$ cat src/rtl/crc_stream_if.sv
// Stream-in / result-out bundle for crc_stream: word stream with sof/eof framing,
// held result port, and the orphan pulse.
interface crc_stream_if #(
    parameter int DATA_W = 8,
    parameter int CRC_W  = 32,
    parameter int LEN_W  = 16
);
    logic              s_valid;
    logic              s_ready;
    logic [DATA_W-1:0] s_data;
    logic              s_sof;
    logic              s_eof;
    logic              m_valid;
    logic              m_ready;
    logic [CRC_W-1:0]  m_crc;
    logic [LEN_W-1:0]  m_len;
    logic              m_match;
    logic              orphan;

    modport slave (
        input  s_valid, s_data, s_sof, s_eof, m_ready,
        output s_ready, m_valid, m_crc, m_len, m_match, orphan
    );

    modport master (
        output s_valid, s_data, s_sof, s_eof, m_ready,
        input  s_ready, m_valid, m_crc, m_len, m_match, orphan
    );
endinterface

$ cat src/rtl/crc_stream.sv
// Word-parallel framed CRC engine: folds DATA_W bits per beat, holds CRC and word count
// until consumed. Define CRC_CHECK_EN to add the CHECK_VAL residue comparator on m_match.
module crc_stream #(
    parameter int          CRC_W  = 32,
    parameter int          DATA_W = 8,
    parameter logic [31:0] POLY   = 32'h04C11DB7,
    parameter logic [31:0] INIT   = 32'hFFFFFFFF,
    parameter logic [31:0] XOROUT = 32'hFFFFFFFF,
    parameter bit          REFIN  = 1'b1,
    parameter bit          REFOUT = 1'b1,
    parameter int          LEN_W  = 16
`ifdef CRC_CHECK_EN
    , parameter logic [31:0] CHECK_VAL = 32'h2144DF1C
`endif
) (
    input  logic         clk,
    input  logic         reset_n,
    crc_stream_if.slave  bus
);
    localparam logic [CRC_W-1:0] POLY_C   = POLY[CRC_W-1:0];
    localparam logic [CRC_W-1:0] INIT_C   = INIT[CRC_W-1:0];
    localparam logic [CRC_W-1:0] XOROUT_C = XOROUT[CRC_W-1:0];

    typedef enum logic {IDLE, RUN} state_t;

    function automatic logic [CRC_W-1:0] fold(input logic [CRC_W-1:0] c,
                                              input logic [DATA_W-1:0] w);
        logic [CRC_W-1:0] r;
        logic             b;
        logic             d;
        r = c;
        for (int i = 0; i < DATA_W; i++) begin
            b = REFIN ? w[i] : w[DATA_W-1-i];
            d = r[CRC_W-1] ^ b;
            r = {r[CRC_W-2:0], 1'b0};
            if (d) r = r ^ POLY_C;
        end
        return r;
    endfunction

    function automatic logic [CRC_W-1:0] finalize(input logic [CRC_W-1:0] c);
        logic [CRC_W-1:0] rv;
        for (int i = 0; i < CRC_W; i++) rv[i] = c[CRC_W-1-i];
        return (REFOUT ? rv : c) ^ XOROUT_C;
    endfunction

    function automatic logic [LEN_W-1:0] sat_inc(input logic [LEN_W-1:0] l);
        return (l == {LEN_W{1'b1}}) ? l : l + LEN_W'(1);
    endfunction

    state_t            state_q, state_d;
    logic [CRC_W-1:0]  crc_q, crc_d;
    logic [LEN_W-1:0]  len_q, len_d;
    logic              m_valid_q, m_valid_d;
    logic [CRC_W-1:0]  m_crc_q, m_crc_d;
    logic [LEN_W-1:0]  m_len_q, m_len_d;
    logic              m_match_q, m_match_d;
    logic              orphan_q, orphan_d;

    logic              s_ready;
    logic              beat;
    logic              accept;
    logic [CRC_W-1:0]  fold_crc;
    logic [LEN_W-1:0]  fold_len;
    logic [CRC_W-1:0]  result;

    assign s_ready  = !m_valid_q || bus.m_ready;
    assign beat     = bus.s_valid && s_ready;
    // A sof beat always restarts, so a partial frame in RUN is silently discarded.
    assign accept   = beat && (bus.s_sof || (state_q == RUN));
    assign fold_crc = fold(bus.s_sof ? INIT_C : crc_q, bus.s_data);
    assign fold_len = bus.s_sof ? LEN_W'(1) : sat_inc(len_q);
    assign result   = finalize(fold_crc);

    always_comb begin
        state_d   = state_q;
        crc_d     = crc_q;
        len_d     = len_q;
        m_valid_d = m_valid_q && !bus.m_ready;
        m_crc_d   = m_crc_q;
        m_len_d   = m_len_q;
        m_match_d = m_match_q;
        orphan_d  = beat && !accept;
        if (accept) begin
            if (bus.s_eof) begin
                state_d   = IDLE;
                crc_d     = INIT_C;
                len_d     = '0;
                m_valid_d = 1'b1;
                m_crc_d   = result;
                m_len_d   = fold_len;
`ifdef CRC_CHECK_EN
                m_match_d = (result == CHECK_VAL[CRC_W-1:0]);
`else
                m_match_d = 1'b0;
`endif
            end else begin
                state_d = RUN;
                crc_d   = fold_crc;
                len_d   = fold_len;
            end
        end
    end

    always_ff @(posedge clk or negedge reset_n) begin
        if (!reset_n) begin
            state_q   <= IDLE;
            crc_q     <= INIT_C;
            len_q     <= '0;
            m_valid_q <= 1'b0;
            m_crc_q   <= '0;
            m_len_q   <= '0;
            m_match_q <= 1'b0;
            orphan_q  <= 1'b0;
        end else begin
            state_q   <= state_d;
            crc_q     <= crc_d;
            len_q     <= len_d;
            m_valid_q <= m_valid_d;
            m_crc_q   <= m_crc_d;
            m_len_q   <= m_len_d;
            m_match_q <= m_match_d;
            orphan_q  <= orphan_d;
        end
    end

    assign bus.s_ready = s_ready;
    assign bus.m_valid = m_valid_q;
    assign bus.m_crc   = m_crc_q;
    assign bus.m_len   = m_len_q;
    assign bus.m_match = m_match_q;
    assign bus.orphan  = orphan_q;
endmodule
$ cat src/flat_wrapper.sv
// flat-port wrapper written by rule: the top's interface ports become plain ports
module crc_stream_flat 
#(
    parameter int          CRC_W  = 32,
    parameter int          DATA_W = 8,
    parameter logic [31:0] POLY   = 32'h04C11DB7,
    parameter logic [31:0] INIT   = 32'hFFFFFFFF,
    parameter logic [31:0] XOROUT = 32'hFFFFFFFF,
    parameter bit          REFIN  = 1'b1,
    parameter bit          REFOUT = 1'b1,
    parameter int          LEN_W  = 16

)
  (clk, reset_n, bus_s_valid, bus_s_data, bus_s_sof, bus_s_eof, bus_m_ready, bus_s_ready, bus_m_valid, bus_m_crc, bus_m_len, bus_m_match, bus_orphan);
  crc_stream_if #(.DATA_W(DATA_W), .CRC_W(CRC_W), .LEN_W(LEN_W)) bus_i ();
  input  logic clk;
  input  logic reset_n;
  input wire logic [$bits(bus_i.s_valid)-1:0] bus_s_valid;
  input wire logic [$bits(bus_i.s_data)-1:0] bus_s_data;
  input wire logic [$bits(bus_i.s_sof)-1:0] bus_s_sof;
  input wire logic [$bits(bus_i.s_eof)-1:0] bus_s_eof;
  input wire logic [$bits(bus_i.m_ready)-1:0] bus_m_ready;
  output wire logic [$bits(bus_i.s_ready)-1:0] bus_s_ready;
  output wire logic [$bits(bus_i.m_valid)-1:0] bus_m_valid;
  output wire logic [$bits(bus_i.m_crc)-1:0] bus_m_crc;
  output wire logic [$bits(bus_i.m_len)-1:0] bus_m_len;
  output wire logic [$bits(bus_i.m_match)-1:0] bus_m_match;
  output wire logic [$bits(bus_i.orphan)-1:0] bus_orphan;
  assign bus_i.s_valid = bus_s_valid;
  assign bus_i.s_data = bus_s_data;
  assign bus_i.s_sof = bus_s_sof;
  assign bus_i.s_eof = bus_s_eof;
  assign bus_i.m_ready = bus_m_ready;
  assign bus_s_ready = bus_i.s_ready;
  assign bus_m_valid = bus_i.m_valid;
  assign bus_m_crc = bus_i.m_crc;
  assign bus_m_len = bus_i.m_len;
  assign bus_m_match = bus_i.m_match;
  assign bus_orphan = bus_i.orphan;
  crc_stream #(.CRC_W(CRC_W), .DATA_W(DATA_W), .POLY(POLY), .INIT(INIT), .XOROUT(XOROUT), .REFIN(REFIN), .REFOUT(REFOUT), .LEN_W(LEN_W)) u_core (.clk(clk), .reset_n(reset_n), .bus(bus_i));
endmodule
$ cat config.mk
export PLATFORM = sky130hd
export DESIGN_NAME = crc_stream_flat
export DESIGN_NICKNAME = d
export VERILOG_FILES = /design/src/rtl/crc_stream_if.sv /design/src/rtl/crc_stream.sv /design/src/flat_wrapper.sv
export SDC_FILE = /design/constraint.sdc
export NUM_CORES = 1
export LEC_CHECK = 0
export CAP_MARGIN = 20
export CORE_ASPECT_RATIO = 2
export CORE_MARGIN = 4
export CORE_UTILIZATION = 25
export DETAILED_ROUTE_END_ITERATION = 12
export PLACE_DENSITY = 0.48
export SKIP_LAST_GASP = 1
export SYNTH_ARGS = -nofsm -noshare
export SYNTH_HDL_FRONTEND = slang
export SYNTH_SLANG_ARGS = --single-unit
$ cat constraint.sdc
create_clock -name clk -period 5.7 [get_ports clk]
set_clock_uncertainty 0.05 [all_clocks]
set_input_delay 1.14 -clock clk [delete_from_list [all_inputs] [get_ports clk]]
set_output_delay 1.14 -clock clk [all_outputs]
set_load 0.02 [all_outputs]
==> results.txt, run 1 <==
Outcome: finished clean
Die height: 213 um
Cell with the most instances after synthesis: xnor2_1
Starting density of the core: 25.5%
Simple-gate share of the synthesized area: 12.2%
Finished Cell Area: 6420 um^2
Top-area cell type share of the netlist area: 32.0%
Cell variety after synth: 49
Clock sink total: 99
Primary FF master, synth: dfrtp_1
DPL Wire Length: 11,100 um
RSZ-0062 raised after global routing: no
Row count: 74
Largest net degree at the start of global routing: 67
Hold Slack: 0.427 ns
Setup crit start kind: input port
Clock transition at the registers of the reported paths: 0.07 ns
First-pass DRT Iterations: 4
FF+latch count, synth: 99
Synth Warn #: 0
Residual DRC: 0
Initial antenna violation count: 0
Worst EP required: 5.89 ns
CTS tree: yes
Logic gate share of total power: 46.8%
WL per Instance: 17.7 um
Internal: 2.11 mW
Worst skew pair latency: 0.35 ns
PD cells: 535 nW/um^2
Sw frac: 38.4%
Number of synthesized flops with an enable pin: 0
Final hold violation count: 0
Adder-cell share of the synthesized area: 0.239%
Syn Std Cell Area: 5240 um^2
WL final: 14,700 um
Clock share of power: 18.0%
Worst hold path type: flop to flop
Post-route ant nets: 0
Net Count, Synth: 526
Grt ovf: 0
Placeable Area: 20,600 um^2
Dpl cell area: 6120 um^2
Synth Area in Compound Gates: 10.5%
Vias in the first global route: 4,112
Peak VDD IR: 0.000155 V
Tcrit/Tclk final: 62.9%
Max Buffers Root-to-Sink: 2
Tot GR Track Use: 13.3%
Share of layout cells above drive strength 1: 17.1%
CP Max Fanout: 26
Final setup TNS: 0 ns
Post-synthesis xor/xnor area fraction: 19.3%
Post-Syn Instances: 511
Root Buffer: clkbuf_16
Worst slew margin: 39.6%
Worst Setup End Kind: flop
Cts repair resizes: 0
Crit path DAT: 3.77 ns
Inserted Clock Buffers: 9
Fin crit period: 3.58 ns
Cell taking the most area after synthesis: dfrtp_1
Worst slew pin tran: 0.903 ns
DIE WIDTH: 110 um
Slew Limit Fails: 0
Pleak: 2.48 nW
DR vias/cell: 4.58
Layout Nets: 577
DR vias: 3,819
Reg power frac: 35.2%
I/O Pins: 66
First-pass GRT wire length: 23,300 um
H-tree depth: 3
Async SR Flop Fraction: 100%
Most instantiated cells after synthesis: xnor2_1, nor2_1, dfrtp_1
Setup CP Type: input port to flop
Post-synthesis sequential area ratio: 48.0%
Hold buffers post-CTS: 0
Mux cell area share after synthesis: 6.59%
Main combinational cell family by area after synthesis: XOR/XNOR gates
Fmax: 279 MHz
Top cells by area, synth: dfrtp_1, dfstp_2, xnor2_1, mux2_2, nor2_1
NetSw: 1.32 mW
Post-CTS Setup Bufs: 0
DR iter-0 viols: 153
Die area: 23,500 um^2
Port buffer count: 64
Ant. Diodes: 0
Layout area overhead: 22.5%
Max cap viols: 0
GPL Wtd Cong: 0.831
Synth Area per Inst: 10.3 um^2
Final setup violation count: 0
-- stage by stage --
step                      util, %  worst slack (ns)  power [mW]  std cells
after detailed placement     29.8              1.73        2.86        817
after global routing         31.2              1.98        3.64        833
after floorplan                 -              2.80        2.23        511
after CTS                    31.2              2.11        3.50        833
final                        31.2              2.12        3.43        833
after global placement       29.8              1.84        2.84        817
-- path summary, 6_finish.rpt --
path,to,slack (ns),depth (start not counted),startpoint
setup / recovery,u_core.bus.m_crc[24],2.12,7,bus_s_sof
hold / removal,u_core.bus.m_len[10],0.43,2,u_core.bus.m_len[10]
setup reg to reg,u_core.bus.m_crc[24],3.20,6,u_core.crc_q[31]
hold reg to reg,u_core.bus.m_len[10],0.43,2,u_core.bus.m_len[10]
max in group asynchronous,u_core.crc_q[8],3.78,2,reset_n
min in group asynchronous,u_core.bus.m_crc[25],0.83,1,reset_n
-- area by class of cell --
cell class              count  area [um^2]
clock buffers              10          229
clock inverters             6         63.8
fillers                  2136        14100
inverters                   4         15.0
multi-input cells         377         2570
flip-flops and latches     99         2520
well taps                 266          333
repair buffers             71          691
-- placed cells by master, fill, tap and decap left out, types with 3 or more instances in the layout --
cell             netlist  final
dfrtp_1               67     67
a31oi_1                3      3
buf_4                  1      8
o21ai_0               20     20
inv_1                  4      4
nand3_1                7      7
mux2_2                28     28
clkbuf_16              0      9
o22a_1                 4      4
clkdlybuf4s50_1        0     63
a22o_1                 6      6
nor2_1                79     78
nand2_1               31     30
nand2b_1               3      3
mux2i_1                3      3
nor3_1                 5      5
xor2_1                15     15
xnor2_1               80     80
nand4_1                6      6
and3_1                 4      4
a21oi_1               44     44
dfstp_2               32     32
o21ai_1                7      7
o31ai_1                4      4
-- registers in the layout, indices dropped and copies added (netlist names) --
| name | count |
|---|---|
| u_core.bus.m_crc | 32 |
| u_core.state_q | 1 |
| u_core.len_q | 16 |
| u_core.bus.m_valid | 1 |
| u_core.crc_q | 32 |
| u_core.bus.orphan | 1 |
| u_core.bus.m_len | 16 |
-- per-layer routing --
layer	up-vias	track usage, %	routed length, um
li1	1815	-	-
met1	1893	13.7	5230
met2	81	25.3	8460
met3	30	2.15	466
met4	0	6.29	561
met5	-	0	0
-- power groups by stage --
| stage | registers [mW] | logic (mW) | clock network (mW) |
|---|---|---|---|
| 2_1_floorplan | 1.26 | 0.965 | 0 |
| 3_3_place_gp | 1.22 | 1.62 | 0 |
| 3_5_place_dp | 1.22 | 1.63 | 0 |
| 4_1_cts | 1.22 | 1.64 | 0.643 |
| 5_1_grt | 1.23 | 1.74 | 0.668 |
| 6_report | 1.21 | 1.61 | 0.620 |
-- cells by family after synthesis --
group,count (synthesis)
other,1
xor gates and xnor gates,103
muxes,31
DFF,99
and+or+nand+nor,146
buffers and inverters,35
adders and majority gates,1
AOI/OAI and AO/OA,95
-- critical path, cell delays in order --
cell and delay [ns]:
clkdlybuf4s50_1 0.77, buf_4 0.38, nor2_2 0.12, xnor2_4 0.33, xor2_1 0.32, xor3_1 0.41, mux2_2 0.27
No activity file was read; power rests on OpenSTA's default activity.
==> run 2, diff against run 1 <==
==> constraint.sdc (replaced) <==
create_clock -name clk -period 3.3 [get_ports clk]
set_clock_uncertainty 0.05 [all_clocks]
set_input_delay 0.66 -clock clk [delete_from_list [all_inputs] [get_ports clk]]
set_output_delay 0.66 -clock clk [all_outputs]
set_load 0.02 [all_outputs]
==> run 2 against run 1 <==
- die area unchanged
- non-clock buffer count grew 9
- sequential share of layout area is 0.57 points lower
- final cell count grew 1.1%
- design area is 1.5% higher
- largest cell class unchanged
- setup slack got worse by 1.6 ns
- critical path type unchanged
- largest power group unchanged
- highest routed layer unchanged
- clock power grew 65%
- combinational power rose by 75%
- clock-buffer cell count grew 1
==> results.txt, run 2 (synthesis results as in run 1) <==
Outcome: finished clean
Largest net degree at the start of global routing: 62 (-7.5%)
Ant. Diodes: 0 (unchanged)
CP Max Fanout: 5 (-81%)
CP Capture Point: u_core.bus.m_crc[22]
Worst EP required: 3.49 ns (-2.40 ns)
Row count: 74 (unchanged)
DIE WIDTH: 110 um (unchanged)
Pleak: 2.54 nW (+2.3%)
Cts repair resizes: 0 (unchanged)
DR iter-0 viols: 159 (+3.9%)
Setup crit start kind: input port
Critical path's slowest cell: clkdlybuf4s50_1
Buffers & Inverters on Critical Path: 1 (-1)
Critical R2R Launch: u_core.len_q[0]
Crit-path cells: clkdlybuf4s50_1 -> xor2_1 -> xor3_2 -> xor3_2 -> xnor2_1 -> mux2_2
Max incr delay on CP: 0.68 ns (-0.09 ns)
Layout area overhead: 24.3%
First-pass DRT Iterations: 4 (unchanged)
Tot GR Track Use: 13.3% (-0.023 points)
Grt ovf: 0 (unchanged)
Share of layout cells above drive strength 1: 18.4% (+1.3 points)
Fin crit period: 2.74 ns
DPL Wire Length: 11,100 um (+0.25%)
Worst reg2reg path endpoint: u_core.len_q[9]
Commonest non-fill, non-tap cell in the layout: xnor2_1
Max Buffers Root-to-Sink: 2 (unchanged)
Fillers: 2,147 (+0.51%)
R2r setup slk: 0.90 ns (-2.30 ns)
WP depth: 6 (-1)
Final setup TNS: 0 ns (unchanged)
Delay-heaviest family, CP: XOR/XNOR gates
DR vias/cell: 4.58 (-0.16%)
Hold Slack: 0.341 ns (-0.0867 ns)
Clock sink total: 99 (unchanged)
Peak VDD IR: 0.000289 V (+86%)
Die area: 23,500 um^2 (unchanged)
Crit. Startpoint: bus_s_data[0]
Setup CP Type: input port to flop
Starting density of the core: 25.5% (unchanged)
Layout Nets: 586 (+1.6%)
Worst skew pair latency: 0.35 ns (about the same)
H-tree depth: 3 (unchanged)
Fmax: 365 MHz
Worst Setup End Kind: flop
Worst slew margin: 43.3% (+3.7 points)
Worst hold path type: input port to async pin
First-pass GRT wire length: 23,300 um (about the same)
Worst slew pin tran: 0.851 ns (-0.0528 ns)
WL final: 14,500 um (-1.5%)
Residual DRC: 0 (unchanged)
Max cap viols: 0 (unchanged)
Tcrit/Tclk final: 83.1%
Clock transition at the registers of the reported paths: 0.07 ns (about the same)
RSZ-0062 raised after global routing: no
Post-route ant nets: 0 (unchanged)
Worst Reg-to-Reg Cells: 7 (+1)
Initial antenna violation count: 0 (unchanged)
PD cells: 909 nW/um^2 (+70%)
Port buffer count: 64 (unchanged)
I/O Pins: 66 (unchanged)
Final hold violation count: 0 (unchanged)
DR vias: 3,854 (+0.92%)
Slew Limit Fails: 0 (unchanged)
Post-CTS Setup Bufs: 0 (unchanged)
CTS tree: yes
Vias in the first global route: 4,122 (+0.24%)
WL per Instance: 17.2 um (-2.5%)
Most frequent CP cell: xor3_2
Die height: 213 um (unchanged)
GPL Wtd Cong: 0.846 (+1.8%)
Hold buffers post-CTS: 0 (unchanged)
Commonest cells after routing, fill and taps aside: xnor2_1, nor2_1, dfrtp_1
Inserted Clock Buffers: 9 (unchanged)
Final setup violation count: 0 (unchanged)
Root Buffer: clkbuf_16
Crit path DAT: 2.93 ns (-0.84 ns)
Placeable Area: 20,600 um^2 (unchanged)
run 2: cell count changes in the layout (fill, tap and decap cells not counted), sizes merged:
cell / before / now
clkinvlp: 2 / 1
clkinv: 2 / 4
clkbuf: 10 / 11
inv: 5 / 4
bufinv: 1 / 0
buf: 8 / 17
run 2: routing by layer:
layer  global-route usage (%)  up-vias  routed length, um
li1                         -     1835                  -
met1                     13.6     1890               5230
met2                     25.5       97               8240
met3                     1.75       32                456
met4                     6.46        0                571
met5                        0        -                  0
run 2: how the worst min path moves through the flow:
stage	end	slack [ns]	cells past startpoint
3_3_place_gp	u_core.bus.m_len[14]	0.41	1
5_1_grt	u_core.bus.m_crc[5]	0.41	1
2_1_floorplan	u_core.bus.m_crc[0]	0.31	0
3_5_place_dp	u_core.bus.m_len[12]	0.42	2
6_report	u_core.bus.m_crc[5]	0.34	1
4_1_cts	u_core.bus.m_len[3]	0.41	1
run 2: cell type report:
cell class	count	area [um^2]	share of cell area (%)
multi-input combinational	377	2570	39.5
sequential	99	2520	38.7
timing repair buffer	80	796	12.2
tap	266	333	5.11
clock buffer	11	243	3.73
clock inverter	5	38.8	0.596
inverter	4	15.0	0.231
run 2: where the power goes:
| part | internal, mW | total (mW) | switching, mW |
|---|---|---|---|
| Sequential | 1.73 | 2.08 | 0.351 |
| Combinational | 1.37 | 2.82 | 1.45 |
| Clock | 0.536 | 1.02 | 0.481 |
| Total | 3.64 | 5.92 | 2.28 |
run 2: through the flow:
step | total power [mW] | setup slack [ns] | utilization [%] | area, um^2 | cells
6_report | 5.92 | 0.558 | 31.7 | 6510 | 842
3_3_place_gp | 4.97 | 0.150 | 30.3 | 6230 | 826
3_5_place_dp | 5.00 | 0.128 | 30.3 | 6230 | 826
4_1_cts | 6.04 | 0.487 | 31.7 | 6510 | 842
2_1_floorplan | 3.85 | 0.881 | - | 5240 | 511
5_1_grt | 6.32 | 0.476 | 31.7 | 6510 | 842
